### src/rtl/hazard_scoreboard_pkg.sv
// Shared definitions for the hazard scoreboard.
//  - kind_e: producer class of the instruction in decode
//  - CNT_W:  width of each per-register countdown
//  - clamp_lat / clamp_flush: keep latency and flush-length parameters inside
//    the range the counters can represent
package hazard_scoreboard_pkg;

  typedef enum logic [1:0] {
    KIND_NONE = 2'b00,  // single-cycle ALU op or no destination: always forwardable
    KIND_LOAD = 2'b01,
    KIND_IN   = 2'b10,
    KIND_MUL  = 2'b11
  } kind_e;

  localparam int CNT_W   = 3;
  localparam int LAT_MIN = 1;
  localparam int LAT_MAX = (1 << CNT_W) - 1;

  localparam int FLUSH_MIN = 1;
  localparam int FLUSH_MAX = 3;

  // A latency of 0 would make the producer indistinguishable from KIND_NONE,
  // and anything above LAT_MAX would wrap the countdown, so both are clamped.
  function automatic logic [CNT_W-1:0] clamp_lat(input int lat);
    if (lat < LAT_MIN) begin
      return CNT_W'(LAT_MIN);
    end else if (lat > LAT_MAX) begin
      return CNT_W'(LAT_MAX);
    end else begin
      return CNT_W'(lat);
    end
  endfunction

  function automatic logic [1:0] clamp_flush(input int n);
    if (n < FLUSH_MIN) begin
      return 2'(FLUSH_MIN);
    end else if (n > FLUSH_MAX) begin
      return 2'(FLUSH_MAX);
    end else begin
      return 2'(n);
    end
  endfunction

endpackage

### src/rtl/hazard_scoreboard_sb_entry.sv
// One scoreboard slot: a small countdown that says how many more cycles the
// register's pending result is not yet forwardable.
// Ports:
//  clk, rst   clock / asynchronous active-high reset
//  load       reload the countdown with load_val (wins over decrement)
//  load_val   new countdown value
//  busy       countdown is nonzero
module sb_entry
  import hazard_scoreboard_pkg::*;
(
  input  logic             clk,
  input  logic             rst,
  input  logic             load,
  input  logic [CNT_W-1:0] load_val,
  output logic             busy
);

  logic [CNT_W-1:0] cnt_q;
  logic [CNT_W-1:0] cnt_d;

  always_comb begin
    cnt_d = cnt_q;
    if (load) begin
      cnt_d = load_val;
    end else if (cnt_q != '0) begin
      cnt_d = cnt_q - 1'b1;
    end
  end

  always_ff @(posedge clk or posedge rst) begin
    if (rst) begin
      cnt_q <= '0;
    end else begin
      cnt_q <= cnt_d;
    end
  end

  assign busy = (cnt_q != '0);

endmodule

### src/rtl/hazard_scoreboard.sv
// Decode/execute hazard scoreboard.
// Tracks, per register, how long a not-yet-forwardable result is outstanding
// and stalls decode while the decoded instruction reads such a register.
// A taken branch squashes IR and p3 for BR_FLUSH cycles; branch beats stall.
// Ports:
//  clk, rst                 clock / asynchronous active-high reset
//  id_valid                 decode holds a valid instruction
//  id_rs, id_rt, *_used     source addresses and whether they are read
//  id_rd, id_kind           destination and producer class (kind_e)
//  branch_taken             taken branch resolved this cycle
//  pc_wren, ir_wren         fetch/decode advance enables
//  ir_flush, p3_flush       squash decode / execute stage registers
//  busy_vec                 per-register pending flags
//  stall_cnt, flush_cnt     saturating performance counters
module hazard_scoreboard
  import hazard_scoreboard_pkg::*;
#(
  parameter int REG_ADDR_W = 3,
  parameter int LD_LAT     = 1,
  parameter int IN_LAT     = 1,
  parameter int MUL_LAT    = 3,
  parameter int BR_FLUSH   = 1,
  parameter int R0_ZERO    = 0,
  parameter int PERF_W     = 16
) (
  input  logic                          clk,
  input  logic                          rst,
  input  logic                          id_valid,
  input  logic [REG_ADDR_W-1:0]         id_rs,
  input  logic [REG_ADDR_W-1:0]         id_rt,
  input  logic                          id_rs_used,
  input  logic                          id_rt_used,
  input  logic [REG_ADDR_W-1:0]         id_rd,
  input  logic [1:0]                    id_kind,
  input  logic                          branch_taken,
  output logic                          pc_wren,
  output logic                          ir_wren,
  output logic                          ir_flush,
  output logic                          p3_flush,
  output logic [(1<<REG_ADDR_W)-1:0]    busy_vec,
  output logic [PERF_W-1:0]             stall_cnt,
  output logic [PERF_W-1:0]             flush_cnt
);

  localparam int NREGS = 1 << REG_ADDR_W;

  localparam logic [CNT_W-1:0] LD_LAT_C  = clamp_lat(LD_LAT);
  localparam logic [CNT_W-1:0] IN_LAT_C  = clamp_lat(IN_LAT);
  localparam logic [CNT_W-1:0] MUL_LAT_C = clamp_lat(MUL_LAT);
  // The branch cycle itself is the first flush cycle, so the counter only
  // has to cover the remaining ones.
  localparam logic [1:0] FLUSH_RELOAD = clamp_flush(BR_FLUSH) - 2'd1;
  localparam logic       R0_HARD      = (R0_ZERO != 0);

  logic [NREGS-1:0] busy;
  logic [NREGS-1:0] load_vec;
  logic [CNT_W-1:0] load_val;

  logic hazard;
  logic flushing;
  logic issue;
  logic produces;

  logic [1:0]        flush_q;
  logic [1:0]        flush_d;
  logic [PERF_W-1:0] stall_cnt_q;
  logic [PERF_W-1:0] stall_cnt_d;
  logic [PERF_W-1:0] flush_cnt_q;
  logic [PERF_W-1:0] flush_cnt_d;

  // ---------------------------------------------------------------- hazard
  assign hazard   = id_valid & ((id_rs_used & busy[id_rs]) | (id_rt_used & busy[id_rt]));
  assign flushing = (flush_q != 2'd0) | branch_taken;
  assign issue    = id_valid & ~hazard & ~flushing;

  // A hardwired r0 can never hold a pending result, so it is never loaded.
  assign produces = issue & (id_kind != KIND_NONE) & ~(R0_HARD & (id_rd == '0));

  always_comb begin
    load_val = '0;
    case (kind_e'(id_kind))
      KIND_LOAD: load_val = LD_LAT_C;
      KIND_IN:   load_val = IN_LAT_C;
      KIND_MUL:  load_val = MUL_LAT_C;
      default:   load_val = '0;
    endcase
  end

  // ------------------------------------------------------------ scoreboard
  generate
    for (genvar gi = 0; gi < NREGS; gi++) begin : g_entry
      assign load_vec[gi] = produces & (id_rd == REG_ADDR_W'(gi));

      sb_entry u_entry (
        .clk      (clk),
        .rst      (rst),
        .load     (load_vec[gi]),
        .load_val (load_val),
        .busy     (busy[gi])
      );
    end
  endgenerate

  assign busy_vec = busy;

  // --------------------------------------------------------------- outputs
  // Branch wins over stall: the stalled instruction is on the wrong path
  // anyway, so it is squashed instead of held.
  always_comb begin
    pc_wren  = 1'b1;
    ir_wren  = 1'b1;
    ir_flush = 1'b0;
    p3_flush = 1'b0;
    if (flushing) begin
      ir_flush = 1'b1;
      p3_flush = 1'b1;
    end else if (hazard) begin
      pc_wren  = 1'b0;
      ir_wren  = 1'b0;
      p3_flush = 1'b1;
    end
  end

  // ---------------------------------------------------------- flush counter
  always_comb begin
    flush_d = flush_q;
    if (branch_taken) begin
      flush_d = FLUSH_RELOAD;
    end else if (flush_q != 2'd0) begin
      flush_d = flush_q - 2'd1;
    end
  end

  // ---------------------------------------------------------- perf counters
  always_comb begin
    stall_cnt_d = stall_cnt_q;
    flush_cnt_d = flush_cnt_q;
    if (hazard & ~flushing & (stall_cnt_q != {PERF_W{1'b1}})) begin
      stall_cnt_d = stall_cnt_q + 1'b1;
    end
    if (ir_flush & (flush_cnt_q != {PERF_W{1'b1}})) begin
      flush_cnt_d = flush_cnt_q + 1'b1;
    end
  end

  always_ff @(posedge clk or posedge rst) begin
    if (rst) begin
      flush_q     <= 2'd0;
      stall_cnt_q <= '0;
      flush_cnt_q <= '0;
    end else begin
      flush_q     <= flush_d;
      stall_cnt_q <= stall_cnt_d;
      flush_cnt_q <= flush_cnt_d;
    end
  end

  assign stall_cnt = stall_cnt_q;
  assign flush_cnt = flush_cnt_q;

endmodule

### config.mk
export PLATFORM = sky130hd
export DESIGN_NAME = hazard_scoreboard
export DESIGN_NICKNAME = d
export VERILOG_FILES = /design/src/rtl/hazard_scoreboard_pkg.sv /design/src/rtl/hazard_scoreboard_sb_entry.sv /design/src/rtl/hazard_scoreboard.sv
export SDC_FILE = /design/constraint.sdc
export NUM_CORES = 1
export LEC_CHECK = 0
export ABC_AREA = 1
export BUFFER_PORTS_ARGS = -buffer_cell sky130_fd_sc_hd__clkbuf_2
export CORE_ASPECT_RATIO = 1.1
export CORE_MARGIN = 2
export CORE_UTILIZATION = 45
export DETAILED_ROUTE_END_ITERATION = 12
export GPL_TIMING_DRIVEN = 0
export HOLD_SLACK_MARGIN = 0.06
export PLACE_DENSITY = 0.68
export SYNTH_ARGS = -nofsm -noshare
export SYNTH_HDL_FRONTEND = slang
export SYNTH_SLANG_ARGS = --single-unit
### constraint.sdc
create_clock -name clk -period 2.2 [get_ports clk]
set_input_delay 0.33 -clock clk [delete_from_list [all_inputs] [get_ports clk]]
set_output_delay 0.33 -clock clk [all_outputs]
set_load 0.02 [all_outputs]
# [Word-level counts from Yosys, hierarchy flattened]
# Index checks and enable logic that the tools add are counted.
[totals] elab_cells=106 register_bits=58 in_bits=17
[op_classes] bitwise=21 order_cmp=2 eq_ne=12 mux=28 addsub=11 reduce_logical=21
[ops] operator="$mux 3" count=16
[ops] operator="$add 16x1->16 const B" count=2
[ops] operator="$ne 16x16->1 const B" count=2
[ops] operator="$reduce_bool 3->1" count=8
[ops] operator="$sub 3x1->3 const B" count=8
[ops] operator="$reduce_bool 2->1" count=11
[ops] operator="$and 1x1->1" count=17
[ops] operator="$eq 3x3->1 const B" count=4
[ops] operator="$lt 3x4->1 const B" count=2
[ops] operator="$mux 1" count=7
[ops] operator="$bmux 1 s3" count=2
[ops] operator="$eq 3x2->1 const B" count=2
[ops] operator="$eq 2x2->1 const B" count=2
[ops] operator="$mux 2" count=2
[ops] operator="$pmux 2 s2" count=1
[ops] operator="$eq 3x1->1 const B" count=1
[ops] operator="$logic_not 3->1" count=1
[ops] operator="$eq 2x1->1 const B" count=1
[ops] operator="$not 1->1" count=2
[ops] operator="$or 1x1->1" count=2
[ops] operator="$reduce_or 2->1" count=1
[ops] operator="$sub 2x1->2 const B" count=1

# [Logic depth before layout (Yosys ltp)]
[logic_depth] depth_word=12 mapped_depth=14 depth_no_buf=13

# [By module]
# From an unflattened synthesis, not the netlist that was laid out.
[hier_totals] cells_unflattened=585 hier_area_um2=3992.6
[by_module_without_submodules] mod="hazard_scoreboard" cells_each=345 instances=1 area_each_um2=2361.0 seq_area_each_um2=850.8
[by_module_without_submodules] mod="sb_entry" cells_each=30 instances=8 area_each_um2=203.9 seq_area_each_um2=75.1

# [Worst setup path before layout]
# Ideal clock, no wire load.
[synth_path] kind="register to output" from="register g_entry[2].u_entry.cnt_q[0]" to="output port pc_wren" t_arrival_ns=1.450 required_ns=1.870 n_path_buf=1 slack_ns=0.420 path_stages_with_launch=12 path_cell_list="dfrtp_1 > inv_1 > ha_1 > inv_2 > nor2_4 > nand2_1 > nand3_1 > nand3_2 > nand3_2 > nand2_4 > nand2_1 > buf_4"
[synth_via] elab_chain_cells=8 word_cells_on_any_way=11 cone_classes="mux (6); bitwise (4); reduce/logical (1)"
[synth_rtl] element="start, declared" line_no="hazard_scoreboard_sb_entry.sv:18" source="logic [CNT_W-1:0] cnt_q;"
[synth_rtl] element="start signal, assigned" line_no="hazard_scoreboard_sb_entry.sv:34" source="cnt_q <= cnt_d;"
[synth_rtl] element="$reduce_bool 3->1 *" line_no="hazard_scoreboard_sb_entry.sv:38" source="assign busy = (cnt_q != '0);"
[synth_rtl] element="$bmux 1 s3" line_no="hazard_scoreboard.sv:72" source="assign hazard = id_valid & ((id_rs_used & busy[id_rs]) | (id_rt_used & busy[id_rt]));"
[synth_rtl] element="$mux 1 (not written as such)" line_no="hazard_scoreboard.sv:72"
[synth_rtl] element="$and 1x1->1" line_no="hazard_scoreboard.sv:72"
[synth_rtl] element="$or 1x1->1 *" line_no="hazard_scoreboard.sv:72"
[synth_rtl] element="$and 1x1->1 *" line_no="hazard_scoreboard.sv:72"
[synth_rtl] element="$mux 1 * (2 in a row)"
[synth_rtl] element="end, declared" line_no="hazard_scoreboard.sv:36" source="output logic pc_wren,"
# Mark *: on every way between the ends. The rest lies on a longest branch, timed or not. The select of a mux whose other input is x is not followed.

# [Worst setup path after layout]
[layout_path] from="register g_entry[6].u_entry.cnt_q[0]" to="output port pc_wren"
[layout_via] elab_chain_cells=8 word_cells_on_any_way=11 cone_classes="mux (6); bitwise (4); reduce/logical (1)"
[layout_rtl] element="start, declared" line_no="hazard_scoreboard_sb_entry.sv:18"
[layout_rtl] element="start signal, assigned" line_no="hazard_scoreboard_sb_entry.sv:34"
[layout_rtl] element="$reduce_bool 3->1 *" line_no="hazard_scoreboard_sb_entry.sv:38"
[layout_rtl] element="$bmux 1 s3" line_no="hazard_scoreboard.sv:72"
[layout_rtl] element="$mux 1 (not written as such)" line_no="hazard_scoreboard.sv:72"
[layout_rtl] element="$and 1x1->1" line_no="hazard_scoreboard.sv:72"
[layout_rtl] element="$or 1x1->1 *" line_no="hazard_scoreboard.sv:72"
[layout_rtl] element="$and 1x1->1 *" line_no="hazard_scoreboard.sv:72"
[layout_rtl] element="$mux 1 *" line_no="hazard_scoreboard.sv:117" source="end else if (hazard) begin"
[layout_rtl] element="$mux 1 *" line_no="hazard_scoreboard.sv:114" source="if (flushing) begin"
# Marks and branches as above.

==> summary.txt <==
Yosys
  • Mapped Cells: 470
  • Largest family of logic cells by synthesized area: simple AND/OR/NAND/NOR gates
  • Distinct cells, synth: 35
  • Synth Area in Adders: just over 6%
  • Syn_nets: 506
  • Yosys top cell area share: between 30 and 40%
  • Synth Register Bits: a little under 60
  • Mapped Avg Cell Area: a little over 8 um^2
  • Area contributors post-synth: dfrtp_1 38%, nand2_1 8.2%, inv_1 7.8%
  • Xor and xnor area share after synthesis: under 10%
  • Post-synthesis compound-gate area fraction: roughly 8.5%
  • Area of the mapped netlist: between 3000 and 4000 um^2
  • Sequential share of the synthesized area: 37.9%
  • Ys Warns: 0
  • Multiplexer share of the synthesized area: less than 1%
  • Post-synth top area cell: dfrtp_1
  • Simple-Gate Fraction of Synth Area: between 20 and 30%

Drt
  • Antenna-violating nets left: 0
  • Routed WL: about 8.2 mm
  • First drt pass iteration count: 4
  • Vias/cell: around 4.8
  • Via count: ~3200
  • Wire length per cell: about 12 um
  • Residual DRC: 0
  • Drt initial violations: 75

Global route
  • Vias in the first global route: around 3000
  • Initial antenna violation count: 0
  • Global route overflow: 0
  • Largest net degree at the start of global routing: 37
  • Global-route wire length before repair: ~14 mm
  • Tot GR Track Use: between 10% and 20%

Power
  • NetSw: 0.00234 W
  • Leak pwr: 2.32 nW
  • Reg power frac: 32.4%
  • Peak VDD IR: approximately 0.00064 V
  • Clock share of power: about 17%
  • Switching Fraction: a little over two fifths
  • Comb power frac: around half
  • Internal power: about 0.0030 W
  • Total power draw: around 0.0054 W
  • P per Cell Area: 1160 nW/um^2

Worst hold path
  • Worst Hold Path EP: flush_q[0]
  • Worst hold path class: in2reg
  • Hold_sp: branch_taken
  • Hold Path Depth: 2

Clocking
  • Cts bufs inserted: 9
  • CTS max path bufs: 2
  • Clock transition at the registers of the reported paths: ~0.06 ns
  • # H-tree levels: 3
  • Clock root buffer: clkbuf_8
  • Clock Latency Late Sink: 0.33 ns
  • TritonCTS clock tree: done
  • Clock sink total: between 50 and 60

Final layout
  • Layout cell share with drive strength beyond 1: 30.6%
  • Filler Cell Count: between 700 and 800
  • Area grow syn2layout: 21.4%
  • Commonest cells after routing, fill and taps aside: 81 x nand2_1, 69 x inv_1, 59 x clkbuf_2
  • Finished Layout Cells: between 600 and 700
  • Diodes inserted: 0
  • Most common cell after layout, fill and taps aside: nand2_1
  • Final Util: 55.9%
  • Nets: approximately 600

STA
  • Max-slew violation count: 0
  • Worst Tran Pin Value: slightly above 0.5 ns
  • # setup viols final: 0
  • Max frequency: 478 MHz
  • Clock Skew: 0.00970 ns
  • Worst rel slew slack: between 60% and 70%
  • Final min period: 2.09 ns
  • RSZ-0062 raised after global routing: no
  • Final-report hold violation count: 0
  • Final setup margin: 0.107 ns
  • Fin crit share: about 95%
  • Hold WS: ~0.25 ns

Worst setup path
  • Critical-path cell list: inv_2, ha_4, inv_2, nor2_4, nand2_1, nand3_1, nand3_2, nand3_2, nand2_4, nand2_4, buf_4, buf_8
  • Worst Setup Start Kind: register
  • R2R Setup Slk: around 0.30 ns
  • R2r endpoint: g_entry[4].u_entry.cnt_q[1]
  • CP Max Fanout: 3
  • CP arrival: around 1.8 ns
  • Critical path's slowest cell: dfrtp_1
  • Reg2Reg Depth: 15
  • CP max stage delay: around 0.40 ns
  • CP required: approximately 1.9 ns
  • Worst r2r src: g_entry[6].u_entry.cnt_q[0]
  • WS Path Type: reg2out
  • Crit end category: primary output

Place
  • Final RePlAce weighted congestion: between 0.9 and 1
  • Post-DP HPWL: 5.98 mm
  • # port buffers: 60
  • DP Cell Count: 642
  • Pre-CTS WS: approximately 0.28 ns

Die
  • FP Rows: 35
  • Die Footprint: 9270 um^2
  • Die Ht: 101 um
  • Die Wd: approximately 90 um
  • Core Area: 8320 um^2
  • Top-Level Pins: 61
  • Initial core utilization: a little under half

Flow run
  • Max-Cap Viols: 0

Status
  • Status: finished, final reports clean
==> logic make-up after synthesis <==
| kind of cell | count (synthesis) |
|---|---|
| adder cells (fa/ha/maj) | 19 |
| XOR/XNOR | 35 |
| multiplexers | 1 |
| AO/OA/AOI/OAI | 55 |
| flip-flops | 58 |
| buffers and inverters | 104 |
| AND/OR/NAND/NOR | 198 |
==> flip-flops by register name, summed over array words and instances (netlist names) <==
register / flops
flush_cnt: 16
flush_q: 2
g_entry.u_entry.cnt_q: 24
stall_cnt: 16
==> cell type report <==
class | instances | area, um^2 | share of cell area, %
timing repair buffer | 70 | 400 | 8.61
sequential | 58 | 1450 | 31.2
tap | 111 | 139 | 2.99
inverter | 88 | 330 | 7.10
multi-input combinational | 308 | 2020 | 43.5
buffer | 16 | 136 | 2.93
clock inverter | 2 | 12.5 | 0.269
clock buffer | 13 | 159 | 3.42
==> synth_stat cells <==
cell type	count
nand2_4	5
a31oi_1	4
nand2_2	1
o31ai_1	1
o21ai_0	19
xor2_1	23
nor2_2	1
ha_1	19
dfrtp_1	58
buf_2	1
nand2_1	84
inv_1	80
buf_8	1
buf_6	3
nand4_1	11
mux2_2	1
a21oi_1	9
nand3b_1	1
a21o_1	1
nor2_1	27
xnor2_1	12
nor3_1	11
nand3_4	1
nor2_4	7
nand4_2	1
nor4_1	1
buf_4	11
o21ai_2	10
o21ai_1	10
nand3_2	9
clkinv_1	1
inv_2	7
nand3_1	34
nor3_2	4
a21boi_0	1
==> worst max-delay path: cells and delay by family (launching register included) <==
kind / cells / cell delay (ns)
adder cells (fa/ha/maj): 1 / 0.13
buffers and inverters: 4 / 0.34
AND/OR/NAND/NOR: 7 / 0.55
flip-flops: 1 / 0.40
==> power by group through the flow <==
stage | Sequential (W) | Combinational, W | Clock [W]
final | 0.00175 | 0.00275 | 0.000893
after global routing | 0.00179 | 0.00313 | 0.000973
after CTS | 0.00173 | 0.00262 | 0.000918
after detailed placement | 0.00174 | 0.00246 | 0
after global placement | 0.00173 | 0.00239 | 0
after floorplan | 0.00182 | 0.00181 | 0
==> how the worst max path moves through the flow <==
| stage | from | endpoint | slack (ns) | cells after the start |
|---|---|---|---|---|
| final | g_entry[6].u_entry.cnt_q[0] | pc_wren | 0.11 | 12 |
| after global routing | g_entry[6].u_entry.cnt_q[0] | pc_wren | 0.007 | 12 |
| after CTS | g_entry[6].u_entry.cnt_q[0] | pc_wren | 0.001 | 12 |
| after detailed placement | g_entry[2].u_entry.cnt_q[0] | pc_wren | 0.28 | 12 |
| after global placement | rst | stall_cnt[7] | -0.36 | 2 |
| after floorplan | g_entry[2].u_entry.cnt_q[0] | pc_wren | 0.42 | 11 |
==> routing by layer <==
layer	global-route usage, %	wire length [um]	vias to the layer above
met1	23.3	3840	1465
li1	-	-	1646
met2	31.8	4060	57
met4	6.66	51	0
met3	3.81	285	4
met5	0	0	-
==> stage by stage <==
| stage | area [um^2] | setup TNS (ns) |
|---|---|---|
| CTS | 4560 | 0 |
| global placement | 4270 | -20.42 |
| finish | 4650 | 0 |
| detailed placement | 4290 | 0 |
| global route | 4650 | 0 |
| floorplan | 3830 | 0 |
==> timing repair <==
item | 4_1_cts | 5_1_grt
setup buffers | 5 | 3
setup endpoints to repair | 2 | 3
gates cloned | 0 | 0
hold buffers | 1 | 0
hold endpoints to repair | 22 | 0
resized for setup | 13 | 20
pin swaps | 8 | 8
Note: power is estimated with default switching activity, not from simulation.
